$ cat config.mk
export PLATFORM = sky130hd
export DESIGN_NAME = alu_control_sequencer
export DESIGN_NICKNAME = d
export VERILOG_FILES = /design/src/rtl/alu_control_sequencer.sv
export SDC_FILE = /design/constraint.sdc
export NUM_CORES = 1
export LEC_CHECK = 0
export CAP_MARGIN = 10
export CORE_MARGIN = 3
export CORE_UTILIZATION = 37
export CTS_BUF_LIST = sky130_fd_sc_hd__clkbuf_4 sky130_fd_sc_hd__clkbuf_8
export CTS_CLUSTER_SIZE = 8
export DETAILED_ROUTE_END_ITERATION = 16
export PLACE_DENSITY = 0.89
export SLEW_MARGIN = 20
export SYNTH_ARGS = -nofsm -noshare
export SYNTH_HDL_FRONTEND = slang
export SYNTH_SLANG_ARGS = --single-unit
$ cat constraint.sdc
create_clock -name clock -period 3.4 [get_ports clock]
set_input_delay 0.51 -clock clock [delete_from_list [all_inputs] [get_ports clock]]
set_output_delay 0.51 -clock clock [all_outputs]
set_load 0.1 [all_outputs]
$ cat src/rtl/alu_control_sequencer.sv
// Control sequencer for the single-bus datapath: runs fetch (T0-T2) and executes
// register-register and unary ALU instructions (T3-T5) by decoding ir.
module alu_control_sequencer #(
    parameter int unsigned MEM_TIMEOUT = 0
) (
    input  logic        clock,
    input  logic        clear,
    input  logic        run,
    input  logic        mem_ready,
    input  logic [31:0] ir,
    output logic        pc_out,
    output logic        zlow_out,
    output logic        mdr_out,
    output logic        mar_in,
    output logic        pc_in,
    output logic        mdr_in,
    output logic        ir_in,
    output logic        y_in,
    output logic        zlow_in,
    output logic        inc_pc,
    output logic        read,
    output logic [4:0]  alu_sel,
    output logic [15:0] reg_in,
    output logic [15:0] reg_out,
    output logic        halted,
    output logic        bad_op,
    output logic [2:0]  state
);

    typedef enum logic [2:0] {
        StIdle   = 3'd0,
        StT0     = 3'd1,
        StT1     = 3'd2,
        StT2     = 3'd3,
        StT3     = 3'd4,
        StT4     = 3'd5,
        StT5     = 3'd6,
        StHalted = 3'd7
    } state_e;

    localparam logic [4:0] OpHalt = 5'b11011;

    state_e      state_q, state_d;
    logic [31:0] cnt_q, cnt_d;

    logic [4:0] op;
    logic [3:0] ra, rb, rc;
    logic [4:0] alu_code;
    logic       op_valid;
    logic       op_unary;
    logic       unused_ir;

    assign op        = ir[31:27];
    assign ra        = ir[26:23];
    assign rb        = ir[22:19];
    assign rc        = ir[18:15];
    assign unused_ir = ^ir[14:0];

    always_comb begin
        alu_code = 5'd0;
        op_valid = 1'b1;
        op_unary = 1'b0;
        case (op)
            5'b00011: alu_code = 5'b00000;
            5'b00100: alu_code = 5'b00001;
            5'b00101: alu_code = 5'b00010;
            5'b00110: alu_code = 5'b00011;
            5'b00111: alu_code = 5'b00100;
            5'b01000: alu_code = 5'b00101;
            5'b01001: alu_code = 5'b00110;
            5'b01010: alu_code = 5'b01000;
            5'b01011: alu_code = 5'b00111;
            5'b10001: begin
                alu_code = 5'b01001;
                op_unary = 1'b1;
            end
            5'b10010: begin
                alu_code = 5'b01010;
                op_unary = 1'b1;
            end
            default:  op_valid = 1'b0;
        endcase
    end

    always_ff @(posedge clock) begin
        if (clear) begin
            state_q <= StIdle;
            cnt_q   <= 32'd0;
        end else begin
            state_q <= state_d;
            cnt_q   <= cnt_d;
        end
    end

    always_comb begin
        state_d  = state_q;
        cnt_d    = cnt_q;
        pc_out   = 1'b0;
        zlow_out = 1'b0;
        mdr_out  = 1'b0;
        mar_in   = 1'b0;
        pc_in    = 1'b0;
        mdr_in   = 1'b0;
        ir_in    = 1'b0;
        y_in     = 1'b0;
        zlow_in  = 1'b0;
        inc_pc   = 1'b0;
        read     = 1'b0;
        alu_sel  = 5'd0;
        reg_in   = 16'd0;
        reg_out  = 16'd0;
        halted   = 1'b0;
        bad_op   = 1'b0;
        unique case (state_q)
            StIdle: begin
                if (run) state_d = StT0;
            end
            StT0: begin
                pc_out  = 1'b1;
                mar_in  = 1'b1;
                inc_pc  = 1'b1;
                zlow_in = 1'b1;
                state_d = StT1;
            end
            StT1: begin
                read   = 1'b1;
                mdr_in = 1'b1;
                // Incremented PC is committed only alongside the valid memory word.
                if (mem_ready) begin
                    zlow_out = 1'b1;
                    pc_in    = 1'b1;
                    state_d  = StT2;
                    cnt_d    = 32'd0;
                end else if (MEM_TIMEOUT != 0 && cnt_q + 32'd1 == MEM_TIMEOUT) begin
                    bad_op  = 1'b1;
                    state_d = StHalted;
                    cnt_d   = 32'd0;
                end else begin
                    cnt_d = cnt_q + 32'd1;
                end
            end
            StT2: begin
                mdr_out = 1'b1;
                ir_in   = 1'b1;
                state_d = StT3;
            end
            StT3: begin
                if (op == OpHalt) begin
                    state_d = StHalted;
                end else if (!op_valid) begin
                    bad_op  = 1'b1;
                    state_d = StT0;
                end else begin
                    reg_out = 16'd1 << rb;
                    y_in    = 1'b1;
                    alu_sel = alu_code;
                    state_d = StT4;
                end
            end
            StT4: begin
                reg_out = 16'd1 << (op_unary ? rb : rc);
                alu_sel = alu_code;
                zlow_in = 1'b1;
                state_d = StT5;
            end
            StT5: begin
                zlow_out = 1'b1;
                reg_in   = 16'd1 << ra;
                alu_sel  = alu_code;
                state_d  = StT0;
            end
            StHalted: begin
                halted = 1'b1;
            end
        endcase
    end

    assign state = state_q;

endmodule

==> out/qor.tcl <==
set qor(switching_share) 0.532
set qor(max_freq_mhz) 302
set qor(synthDistinctLibCells) 51
set qor(number_of_global_route_vias_before_repair) 1572
set qor(clock_sinks) 3
set qor(worst_pin_slew_ps) 960
set qor(n_antenna_cell) 0
set qor(startpoint_type) {input port}
set qor(cts_tree) {built}
set qor(finalSetupTns_ps) 0
set qor(clock_insertion_delay_worst_skew_ps) 240
set qor(synth_top_flop_cell) {sky130_fd_sc_hd__dfxtp_1}
set qor(final-hold-violation-count) 0
set qor(die_w_um) 60.9
set qor(post_route_cells_drive_above_1_share) 0.488
set qor(nets) 280
set qor(synth.yosys.seq_area_share) 0.0538
set qor(ios) 89
set qor(critPathCaptureType) {output pin}
set qor(post_synth_main_area_contributors) {sky130_fd_sc_hd__nor2_1 (10%), sky130_fd_sc_hd__mux2i_1 (6.3%), sky130_fd_sc_hd__o32ai_1 (5.5%), sky130_fd_sc_hd__dfxtp_1 (5.4%), sky130_fd_sc_hd__o22ai_1 (4.5%)}
set qor(post-route-min-period_ps) 3310
set qor(post_synth_top_area_cell) {sky130_fd_sc_hd__nor2_1}
set qor(largest_reg_flops) 3
set qor(chipHeight_um) 60.9
set qor(fin_clk_skew_ps) 4.51
set qor(synth-edff-count) 0
set qor(maximum_resistive_drop_on_vdd_mv) 0.213
set qor(synth_cells) 167
set qor(timing.hold.worst_path_depth) 2
set qor(crit_type) {input port to output pin}
set qor(total_placed_instance_area_sq_um) 2360
set qor(syn-num-nets) 204
set qor(wl_per_cell_um) 17.4
set qor(hpwl_um) 3840
set qor(cts_htree_levels) 1
set qor(grt-ovfl-total) 0
set qor(worst_hold_path_type) {flop to flop}
set qor(timing.max_cap.violations) 0
set qor(grt_start_max_net_pins) 21
set qor(place.port_buffers) 72
set qor(worst_r2r_path_depth) 6
set qor(cts_max_path_buffers) 2
set qor(route.vias.total) 1613
set qor(totalWireLength_um) 4750
set qor(async_reset_ff_frac) 0
set qor(syn_avg_cell_area_sq_um) 6.68
set qor(grt_antenna_before_repair) 0
set qor(viasPerCell) 5.91
set qor(route.antenna.remaining_nets) 0
set qor(cellPowerDensity_nw_per_um2) 140
set qor(drt_iter0_drc) 61
set qor(crit_arrival_ps) 2800
set qor(r2r_setup_slack_ps) 1730
set qor(critical_path.max_fanout) 9
set qor(finish.utilization) 0.858
set qor(finish.instance_area_sq_um) 2410
set qor(setup_viol_count_final) 0
set qor(floorplan.rows) 19
set qor(grt_use_total) 0.260
set qor(cts_root_buf) {sky130_fd_sc_hd__clkbuf_4}
set qor(run_status) {finished, final reports clean}
set qor(relSlewSlack) 0.358
set qor(internal-power_mw) 0.158
set qor(finalMaxSlewViolations) 0
set qor(die-area_sq_um) 3710
set qor(switching_power_mw) 0.180
set qor(placeableCoreArea_sq_um) 2810
set qor(yosysWarnings) 0
set qor(mappedNetlistArea_sq_um) 1120
set qor(floorplan.initialDensity) 0.398
set qor(cts_post_setup_buffers_inserted) 0
set qor(clkTransAtPathRegs_ps) 40
set qor(fillCellCount) 149
set qor(dpl.cell_count) 269
set qor(data_required_time_at_the_worst_endpoint_ps) 2890
set qor(timing.final.crit_share) 0.974
set qor(leakagePower_nw) 0.896
set qor(tritoncts.num_buffers) 3
set qor(combPwrFrac) 0.648
set qor(clock_power_share) 0.222
set qor(synth.ff_latch_count) 3
set qor(place_congestion) 0.884
set qor(drt_pre_antenna_iters) 4
set qor(area_delta_synth_final_pct) 116
set qor(post-synth-top-area-fraction) 0.104
set qor(pwr-share-seq) 0.131
set qor(detail_route.drc_violations) 0
set qor(number_of_standard_cells_in_the_layout_taps_in_and_fillers_out) 273
set qor(grt_first_pass_wirelength_um) 7380
==> through the flow <==
step / power (mW) / worst slack (ps) / hold WS [ps]
final: 0.338 / 88.6 / 647
after global routing: 0.353 / -11.5 / 689
after CTS: 0.336 / 51.8 / 644
after detailed placement: 0.260 / 54.6 / 641
after global placement: 0.253 / 133 / 641
after floorplan: 0.199 / -761 / 579
==> synth_stat cells (4+ instances only) <==
| cell type | n |
|---|---|
| sky130_fd_sc_hd__a21oi_1 | 4 |
| sky130_fd_sc_hd__o32ai_1 | 7 |
| sky130_fd_sc_hd__o22ai_1 | 8 |
| sky130_fd_sc_hd__nor3b_1 | 5 |
| sky130_fd_sc_hd__mux2i_1 | 7 |
| sky130_fd_sc_hd__o21ai_0 | 6 |
| sky130_fd_sc_hd__nor3_1 | 7 |
| sky130_fd_sc_hd__inv_1 | 5 |
| sky130_fd_sc_hd__o2111ai_1 | 4 |
| sky130_fd_sc_hd__nand2_1 | 12 |
| sky130_fd_sc_hd__nand2b_1 | 7 |
| sky130_fd_sc_hd__nor2b_1 | 7 |
| sky130_fd_sc_hd__nor2_1 | 31 |
| sky130_fd_sc_hd__buf_4 | 5 |
==> routing by layer <==
layer	GRT usage	part of all wire	vias up
li1	-	-	778
met1	0.293	0.37	741
met2	0.498	0.55	82
met3	0.0319	0.058	12
met4	0.0867	0.023	0
met5	0	0	-
==> power by group through the flow <==
stage                     Clock [mW]  Combinational, mW  Sequential [mW]
after floorplan                    0              0.144           0.0543
after global placement             0              0.209           0.0445
after detailed placement           0              0.216           0.0444
after CTS                     0.0751              0.217           0.0439
after global routing          0.0787              0.229           0.0449
final                         0.0749              0.219           0.0441
==> cells in the final DEF (no fill, tap or decap), drive strengths merged, types with 7 or more instances in the layout <==
cell type | synthesis | layout
buf | 9 | 62
clkdlybuf4s50 | 0 | 20
mux2i | 7 | 7
nand2 | 12 | 12
nand2b | 7 | 7
nor2 | 31 | 31
nor2b | 7 | 7
nor3 | 7 | 7
o22ai | 8 | 8
o32ai | 7 | 7
==> final timing paths <==
kind	startpoint	endpoint
worst max register to register	state[1]	state[0]
worst min-delay path	state[0]	state[2]
worst min register to register	state[0]	state[2]
worst max-delay path	ir[29]	reg_out[9]
==> worst max-delay path: stages <==
cell	delay, ps
sky130_fd_sc_hd__clkdlybuf4s50_1	610
sky130_fd_sc_hd__or2b_1	320
sky130_fd_sc_hd__o221ai_2	400
sky130_fd_sc_hd__o2111ai_1	370
sky130_fd_sc_hd__o22ai_1	370
sky130_fd_sc_hd__buf_12	220
==> cell families (layout without fill, tap and decap cells) <==
group           Yosys count  after routing  synth area share
other cells               1              1           0.00336
simple gates             91             91             0.441
buf+inv                  17             92            0.0774
xor+xnor                  1              1           0.00785
mux                       8              8            0.0729
flops                     3              3            0.0538
compound gates           45             45             0.333
fa+ha+maj                 1              1            0.0112
==> final cells by class <==
cell class                 count  area [sq um]  share of cell area
tap                           31          38.8              0.0161
multi-input combinational    147          1310               0.542
sequential                     3          61.3              0.0255
clock buffer                   4          30.0              0.0125
timing repair buffer          83           953               0.396
inverter                       5          18.8             0.00780
==> repair_timing <==
| item | CTS | global route |
|---|---|---|
| hold buffers | 0 | 0 |
| resized for setup | 0 | 3 |
| endpoints found under the setup margin | 0 | 9 |
Note: power is estimated with default switching activity, not from simulation.
